--- config.mk ---
export PLATFORM = sky130hd
export DESIGN_NAME = forward_hazard_unit
export DESIGN_NICKNAME = d
export VERILOG_FILES = /design/src/rtl/forward_hazard_unit.sv
export SDC_FILE = /design/constraint.sdc
export NUM_CORES = 1
export LEC_CHECK = 0
export BUFFER_PORTS_ARGS = -buffer_cell sky130_fd_sc_hd__buf_2
export CAP_MARGIN = 15
export CORE_MARGIN = 2
export CORE_UTILIZATION = 30
export DETAILED_ROUTE_END_ITERATION = 8
export SLEW_MARGIN = 20
export SYNTH_ARGS = -nofsm -noshare
export SYNTH_HDL_FRONTEND = slang
export SYNTH_SLANG_ARGS = --single-unit
--- constraint.sdc ---
create_clock -name clk -period 2.7 [get_ports clk]
set_input_delay 0 -clock clk [delete_from_list [all_inputs] [get_ports clk]]
set_output_delay 0 -clock clk [all_outputs]
set_load 0.005 [all_outputs]
--- src/rtl/forward_hazard_unit.sv ---
// ---------------------------------------------------------------------------
// forward_hazard_unit
//
// Operand forwarding selection and load-use hazard control for a five-stage
// in-order pipeline.
//
// Forwarding: each EX-stage source picks its operand from the register file
// (00), the EX/MEM result (10) or the MEM/WB result (01). EX/MEM is the
// younger producer, so it has priority. Register 0 is never forwarded.
//
// Load-use hazard: when the EX-stage instruction is a load whose destination
// is read by the ID-stage instruction, the front end is frozen and a bubble is
// inserted for LOAD_LAT cycles. A two-state FSM with a 4-bit down-counter
// covers the cycles after the first one. A branch flush overrides everything.
//
// Ports
//   clk, arst          clock, asynchronous active-high reset
//   reg_write_ex_mem   EX/MEM writes the register file
//   rd_ex_mem          EX/MEM destination
//   reg_write_mem_wb   MEM/WB writes the register file
//   rd_mem_wb          MEM/WB destination
//   rs_id_ex           EX-stage sources, source i at [i*ADDR_W +: ADDR_W]
//   rs_if_id           ID-stage sources, same packing
//   rs_used_if_id      bit i set: ID source i is actually read
//   mem_read_id_ex     EX-stage instruction is a load
//   rd_id_ex           EX-stage destination
//   flush              synchronous pipeline flush
//   stat_clr           synchronous clear of stall_count
//   forward_sel        per-source operand mux select at [2i +: 2]
//   pc_write_en        PC update enable
//   if_id_write_en     IF/ID register enable
//   id_ex_bubble       force a NOP into ID/EX
//   stall_count        saturating count of stalled cycles
// ---------------------------------------------------------------------------
module forward_hazard_unit #(
    parameter int ADDR_W   = 5,
    parameter int NUM_SRC  = 2,
    parameter int LOAD_LAT = 1,
    parameter int CNT_W    = 16
) (
    input  logic                      clk,
    input  logic                      arst,
    input  logic                      reg_write_ex_mem,
    input  logic [ADDR_W-1:0]         rd_ex_mem,
    input  logic                      reg_write_mem_wb,
    input  logic [ADDR_W-1:0]         rd_mem_wb,
    input  logic [NUM_SRC*ADDR_W-1:0] rs_id_ex,
    input  logic [NUM_SRC*ADDR_W-1:0] rs_if_id,
    input  logic [NUM_SRC-1:0]        rs_used_if_id,
    input  logic                      mem_read_id_ex,
    input  logic [ADDR_W-1:0]         rd_id_ex,
    input  logic                      flush,
    input  logic                      stat_clr,
    output logic [NUM_SRC*2-1:0]      forward_sel,
    output logic                      pc_write_en,
    output logic                      if_id_write_en,
    output logic                      id_ex_bubble,
    output logic [CNT_W-1:0]          stall_count
);

    typedef enum logic [0:0] {
        IDLE  = 1'b0,
        STALL = 1'b1
    } state_t;

    localparam logic [ADDR_W-1:0] ZERO_REG  = {ADDR_W{1'b0}};
    // The first stall cycle is spent in IDLE, so the counter covers the rest.
    localparam logic [3:0]        BUB_LOAD  = 4'(LOAD_LAT - 1);
    localparam logic              MULTI_BUB = (LOAD_LAT > 1) ? 1'b1 : 1'b0;
    localparam logic [CNT_W-1:0]  CNT_MAX   = {CNT_W{1'b1}};
    localparam logic [CNT_W-1:0]  CNT_ONE   = CNT_W'(1);
    localparam logic [CNT_W-1:0]  CNT_ZERO  = {CNT_W{1'b0}};

    state_t            state_r;
    state_t            state_nxt_s;
    logic [3:0]        bub_cnt_r;
    logic [3:0]        bub_cnt_nxt_s;
    logic              hazard_now_s;
    logic              stall_act_s;
    logic [CNT_W-1:0]  stall_count_r;

    // Forwarding select for one source; EX/MEM outranks MEM/WB, r0 never forwards.
    function automatic logic [1:0] fwd_sel_f(
        input logic [ADDR_W-1:0] src,
        input logic              wr_ex_mem,
        input logic [ADDR_W-1:0] dst_ex_mem,
        input logic              wr_mem_wb,
        input logic [ADDR_W-1:0] dst_mem_wb
    );
        logic [1:0] sel;
        if (wr_ex_mem && (dst_ex_mem != ZERO_REG) && (dst_ex_mem == src)) begin
            sel = 2'b10;
        end else if (wr_mem_wb && (dst_mem_wb != ZERO_REG) && (dst_mem_wb == src)) begin
            sel = 2'b01;
        end else begin
            sel = 2'b00;
        end
        return sel;
    endfunction

    // Per-source forwarding mux selects, evaluated independently.
    always_comb begin
        forward_sel = {(NUM_SRC*2){1'b0}};
        for (int i = 0; i < NUM_SRC; i++) begin
            forward_sel[2*i +: 2] = fwd_sel_f(rs_id_ex[i*ADDR_W +: ADDR_W],
                                              reg_write_ex_mem, rd_ex_mem,
                                              reg_write_mem_wb, rd_mem_wb);
        end
    end

    // Load-use detection: only sources the ID instruction really reads count.
    always_comb begin
        logic hit;
        hit = 1'b0;
        for (int i = 0; i < NUM_SRC; i++) begin
            hit = hit | (rs_used_if_id[i] & (rs_if_id[i*ADDR_W +: ADDR_W] == rd_id_ex));
        end
        hazard_now_s = mem_read_id_ex & (rd_id_ex != ZERO_REG) & hit;
    end

    // FSM next state and bubble counter; flush overrides every state.
    always_comb begin
        state_nxt_s   = state_r;
        bub_cnt_nxt_s = bub_cnt_r;
        if (flush) begin
            state_nxt_s   = IDLE;
            bub_cnt_nxt_s = 4'd0;
        end else begin
            case (state_r)
                IDLE: begin
                    if (hazard_now_s && MULTI_BUB) begin
                        state_nxt_s   = STALL;
                        bub_cnt_nxt_s = BUB_LOAD;
                    end else begin
                        state_nxt_s   = IDLE;
                        bub_cnt_nxt_s = 4'd0;
                    end
                end
                STALL: begin
                    // A fresh hazard here does not reload the counter.
                    // "<= 1" also pulls an unexpected zero count back to IDLE.
                    if (bub_cnt_r <= 4'd1) begin
                        state_nxt_s   = IDLE;
                        bub_cnt_nxt_s = 4'd0;
                    end else begin
                        state_nxt_s   = STALL;
                        bub_cnt_nxt_s = bub_cnt_r - 4'd1;
                    end
                end
                default: begin
                    state_nxt_s   = IDLE;
                    bub_cnt_nxt_s = 4'd0;
                end
            endcase
        end
    end

    // Stall decision; reset is included so the front end runs during arst
    // even while a hazard is present on the inputs.
    always_comb begin
        if (arst || flush) begin
            stall_act_s = 1'b0;
        end else begin
            stall_act_s = (hazard_now_s && (state_r == IDLE)) || (state_r == STALL);
        end
    end

    // FSM state and bubble counter registers.
    always_ff @(posedge clk or posedge arst) begin
        if (arst) begin
            state_r   <= IDLE;
            bub_cnt_r <= 4'd0;
        end else begin
            state_r   <= state_nxt_s;
            bub_cnt_r <= bub_cnt_nxt_s;
        end
    end

    // Saturating stall statistics; clear wins over a same-cycle increment.
    always_ff @(posedge clk or posedge arst) begin
        if (arst) begin
            stall_count_r <= CNT_ZERO;
        end else if (stat_clr) begin
            stall_count_r <= CNT_ZERO;
        end else if (stall_act_s && (stall_count_r != CNT_MAX)) begin
            stall_count_r <= stall_count_r + CNT_ONE;
        end else begin
            stall_count_r <= stall_count_r;
        end
    end

    assign pc_write_en    = ~stall_act_s;
    assign if_id_write_en = ~stall_act_s;
    assign id_ex_bubble   = stall_act_s | flush;
    assign stall_count    = stall_count_r;

endmodule

Word-level counts from Yosys, hierarchy flattened:

Cells that the tools add are included.

* output and inout bits: 23
* input bits: 44
* logic and storage cells: 48
* bits in registers: 21

* bitwise gates (word level): 8
* $lt $le $gt $ge: 1
* muxes and demuxes: 13
* $add $sub $neg: 2
* eq/ne operators: 7
* reductions and logical operators: 14

Operators with widths (number)
* $mux W16: 2
* $eq A5 B5 Y1: 6
* $add A16 B1 Y16 const B: 1
* $ne A16 B16 Y1 const B: 1
* $reduce_bool A5 Y1: 3
* $logic_and A1 B1 Y1: 8
* $mux W4: 2
* $pmux W4 S2: 1
* $mux W1: 5
* $and A1 B1 Y1: 4
* $le A4 B1 Y1 const B: 1
* $mux W2: 2
* $sub A4 B1 Y4 const B: 1
* $logic_or A1 B1 Y1: 2
* $not A1 Y1: 2
* $or A1 B1 Y1: 2
* $pmux W1 S2: 1
* $reduce_bool A2 Y1: 1

Logic depth before layout (Yosys ltp):

* depth after elaboration: 10
* depth in mapped cells: 7

Worst setup path after synthesis:

No wires, ideal clock.

* path kind: register to register
* start point: register stall_count_r[0] (netlist: stall_count[0])
* end point: register stall_count_r[7] (netlist: stall_count[7])
* data arrival time: 1667 ps
* slack: 955 ps
* cell stages (with the launch flop): 8
* setup time: 78 ps
* cell sequence: dfrtp_1 ha_1 nand4_1 o221a_4 nand2_4 buf_8 or3_1 a21oi_1

* word-level cells in the longest chain between the ends: 3

Ends and longest elaborated chain
* start, declared: line 80 `logic [CNT_W-1:0] stall_count_r;`
* start signal, assigned: line 186 `stall_count_r <= stall_count_r + CNT_ONE;`
* start signal, assigned: line 188 `stall_count_r <= stall_count_r;`
* $add A16 B1 Y16 / $ne A16 B16 Y1 (equally long branches): line 186, 185
* $mux W16 / $logic_and A1 B1 Y1 (equally long branches): line 185 `end else if (stall_act_s && (stall_count_r != CNT_MAX)) begin`
* $mux W16 / $reduce_bool A2 Y1 (equally long branches)

Parallel ways exist; a longest one is shown, timed or not. The select of a mux whose other input is x is not followed.
A chain may end at the register's enable or synchronous reset.

Final worst setup path:

* start point: register stall_count_r[0] (netlist: stall_count[0])
* end point: register stall_count_r[9] (netlist: stall_count[9])

Same word-level chain as after synthesis.

==> impl_metrics.toml <==
[route]
wl_per_cell_um = 12.8
avgViaCountPerCell = 4.89
drt-initial-drc-count = 46
first_pass_iters = 4
vias = 1521
drtAntennaViolNets = 0
drc = 0
wl_um = 3990

[worst_setup_path]
crit_buf_inv = 0
critPathSlowestCell = "or4_1"
cp_cell_sequence = "ha_1 -> nand4_1 -> o221a_4 -> nand2_4 -> or4_1 -> a21oi_1"
cp.arrival_ps = 2120
r2r_slack_ps = 780
crit_family = "simple AND/OR/NAND/NOR gates"
max_stage_delay_ps = 500
worstSetupPathType = "flip-flop to flip-flop"
required_ps = 2890
worst-path-max-fanout = 16
worstSetupEndpointType = "flip-flop"
startpoint_type = "flip-flop"

[timing]
tightest_slew_ps = 910
setup_viol = 0
setup_ws_ps = 776
finalHoldViolCount = 0
max_slew_margin_pct = 38.6
period_share_pct = 71.2
clock.fmax_mhz = 520
drv_slew = 0
period_needed_ps = 1920
fin_tns_setup_ps = 0
final.setup_skew_ps = 5.35
rsz0062_at_grt = "false"

[pwr]
peakVddDrop_mv = 0.238
p_leak_nw = 0.951
power_density_nw_per_um2 = 324

[clock_network]
clockRootBuffer = "clkbuf_8"
clockBufferDepth = 2
cts_max_level = 1
clkTransAtPathRegs_ps = 80
clk_latency_ps = 270
cts_tree = "built"
numCtsBuffers = 3
cts_resized = 0
cts_sinks = 21

[cells_and_area]
fin_nets = 289
syn2layout_area_growth_pct = 28.7
drive_above_1_share_pct = 31.5
fillers = 511
diodes = 0
utilization_pct = 39.5
seq_area_um2 = 526
multi_input_area_um2 = 963

[place]
place_hpwl_um = 3140
gp_congestion = 0.801
port_buffers = 66
post-place-ws_ps = 809

[yosys]
syn_area_per_cell_um2 = 8.90
ys_warn_count = 0
ys.flop_type = "dfrtp_1"
synth_async_sr_flop_share_pct = 100
synthCells = 174
ys_seq_elements = 21
synth_cell_types = 37
synthTopCellsByArea = "dfrtp_1, xnor2_1, xor2_1"
synth_edf_count = 0
yosysMostFrequentCell = "dfrtp_1"
seq_area_frac_synth_pct = 33.9
yosysTopAreaCell = "dfrtp_1"
netlist_top_cells_count = "dfrtp_1, xnor2_1, xor2_1"
netlist.area_leader.share_pct = 33.9
synth_nets = 221
syn_area_um2 = 1550

[floorplanning]
rows = 26
pin_count = 67
floorplan.initialDensity_pct = 30.7
fp.dieW_um = 75.9
dieArea_um2 = 5750
die-height_um = 75.9
core_um2 = 5040

[global_route]
grt_max_degree = 22
grt_pass1_wl_um = 5880
grt_pass1_vias = 1324
grt_use_total_pct = 13.3
grt_overflow = 0
antenna_found_initial = 0

[run]
drv_cap = 0

[run_status]
status = "finished clean"

[min_path]
min_path_type = "input pin to flip-flop"
==> layer usage <==
| metal | share of wire (%) | global-route usage [%] |
|---|---|---|
| met1 | 46 | 16.4 |
| met2 | 42 | 22.6 |
| met4 | 1.2 | 4.68 |
| met3 | 10 | 3.17 |
| met5 | 0 | 0 |
==> cells by family (layout without fill, tap and decap cells) <==
| logic type | after synthesis | in the layout | synth area share [%] |
|---|---|---|---|
| compound gates | 29 | 29 | 12.4 |
| xor+xnor | 36 | 36 | 20.4 |
| fa+ha+maj | 3 | 3 | 2.42 |
| buf+inv | 12 | 79 | 3.88 |
| flops | 21 | 21 | 33.9 |
| mux | 2 | 2 | 1.62 |
| simple gates | 71 | 71 | 25.4 |
==> layout by cell type, fill, tap and decap left out <==
cell	n
buf_2	66
dfrtp_1	21
xnor2_1	18
xor2_1	18
nor2_1	15
nand2_1	9
or4_1	9
nand3_1	9
a21oi_1	9
inv_1	8
o21ai_0	6
nand4_1	5
or3_1	5
and3_1	4
nor4_1	4
o21ai_1	3
o31ai_1	3
nor3_1	3
ha_1	3
clkbuf_8	3
and4_1	2
nor2b_1	2
o221ai_2	1
o21a_1	1
o221a_4	1
nand2_4	1
or2_2	1
o22ai_1	1
and2_1	1
a21o_1	1
a31oi_1	1
a211oi_1	1
nand3_2	1
mux2_4	1
o311ai_0	1
mux2i_1	1
clkinv_2	1
dlygate4sd3_1	1
==> area by class of cell <==
class | count | share of cell area (%)
multi-input combinational | 141 | 48.3
sequential | 21 | 26.4
timing repair buffer | 67 | 17.1
tap | 70 | 4.39
clock buffer | 3 | 2.07
inverter | 8 | 1.51
clock inverter | 1 | 0.251
==> report_power, final <==
| part | internal (mW) | switching (mW) | total [mW] | leakage [nW] |
|---|---|---|---|---|
| Combinational | 0.0560 | 0.0601 | 0.116 | 0.632 |
| Sequential | 0.314 | 0.000154 | 0.314 | 0.294 |
| Clock | 0.103 | 0.112 | 0.215 | 0.0255 |
| Total | 0.474 | 0.172 | 0.645 | 0.951 |
==> flip-flops by register name, indices dropped and copies added, names as in the netlist <==
register and flops:
bub_cnt_r 4, state_r 1, stall_count 16
==> what timing repair did <==
item                       in CTS  in global routing
hold endpoints to repair       21                  0
buffers inserted                0                  0
setup endpoints to repair       0                  0
hold buffers                    1                  0
==> final timing paths <==
check                                      startpoint                          to  depth (start not counted)
setup / recovery           stall_count[0]$_DFFE_PP0P_  stall_count[9]$_DFFE_PP0P_                          6
hold / removal                               stat_clr  stall_count[3]$_DFFE_PP0P_                          2
setup reg to reg           stall_count[0]$_DFFE_PP0P_  stall_count[9]$_DFFE_PP0P_                          6
hold reg to reg                bub_cnt_r[0]$_DFF_PP0_      bub_cnt_r[0]$_DFF_PP0_                          1
max in group asynchronous                        arst  stall_count[9]$_DFFE_PP0P_                          3
min in group asynchronous                        arst  stall_count[7]$_DFFE_PP0P_                          3
==> through the flow <==
stage | power [mW] | area [um2] | std cells | hold slack [ps]
floorplan | 0.379 | 1550 | 174 | -23.5
global placement | 0.435 | 1940 | 306 | 230
detailed placement | 0.436 | 1940 | 306 | 244
CTS | 0.653 | 1990 | 311 | 113
global route | 0.678 | 1990 | 311 | 120
finish | 0.645 | 1990 | 311 | 113
(Power assumes the default switching activity.)
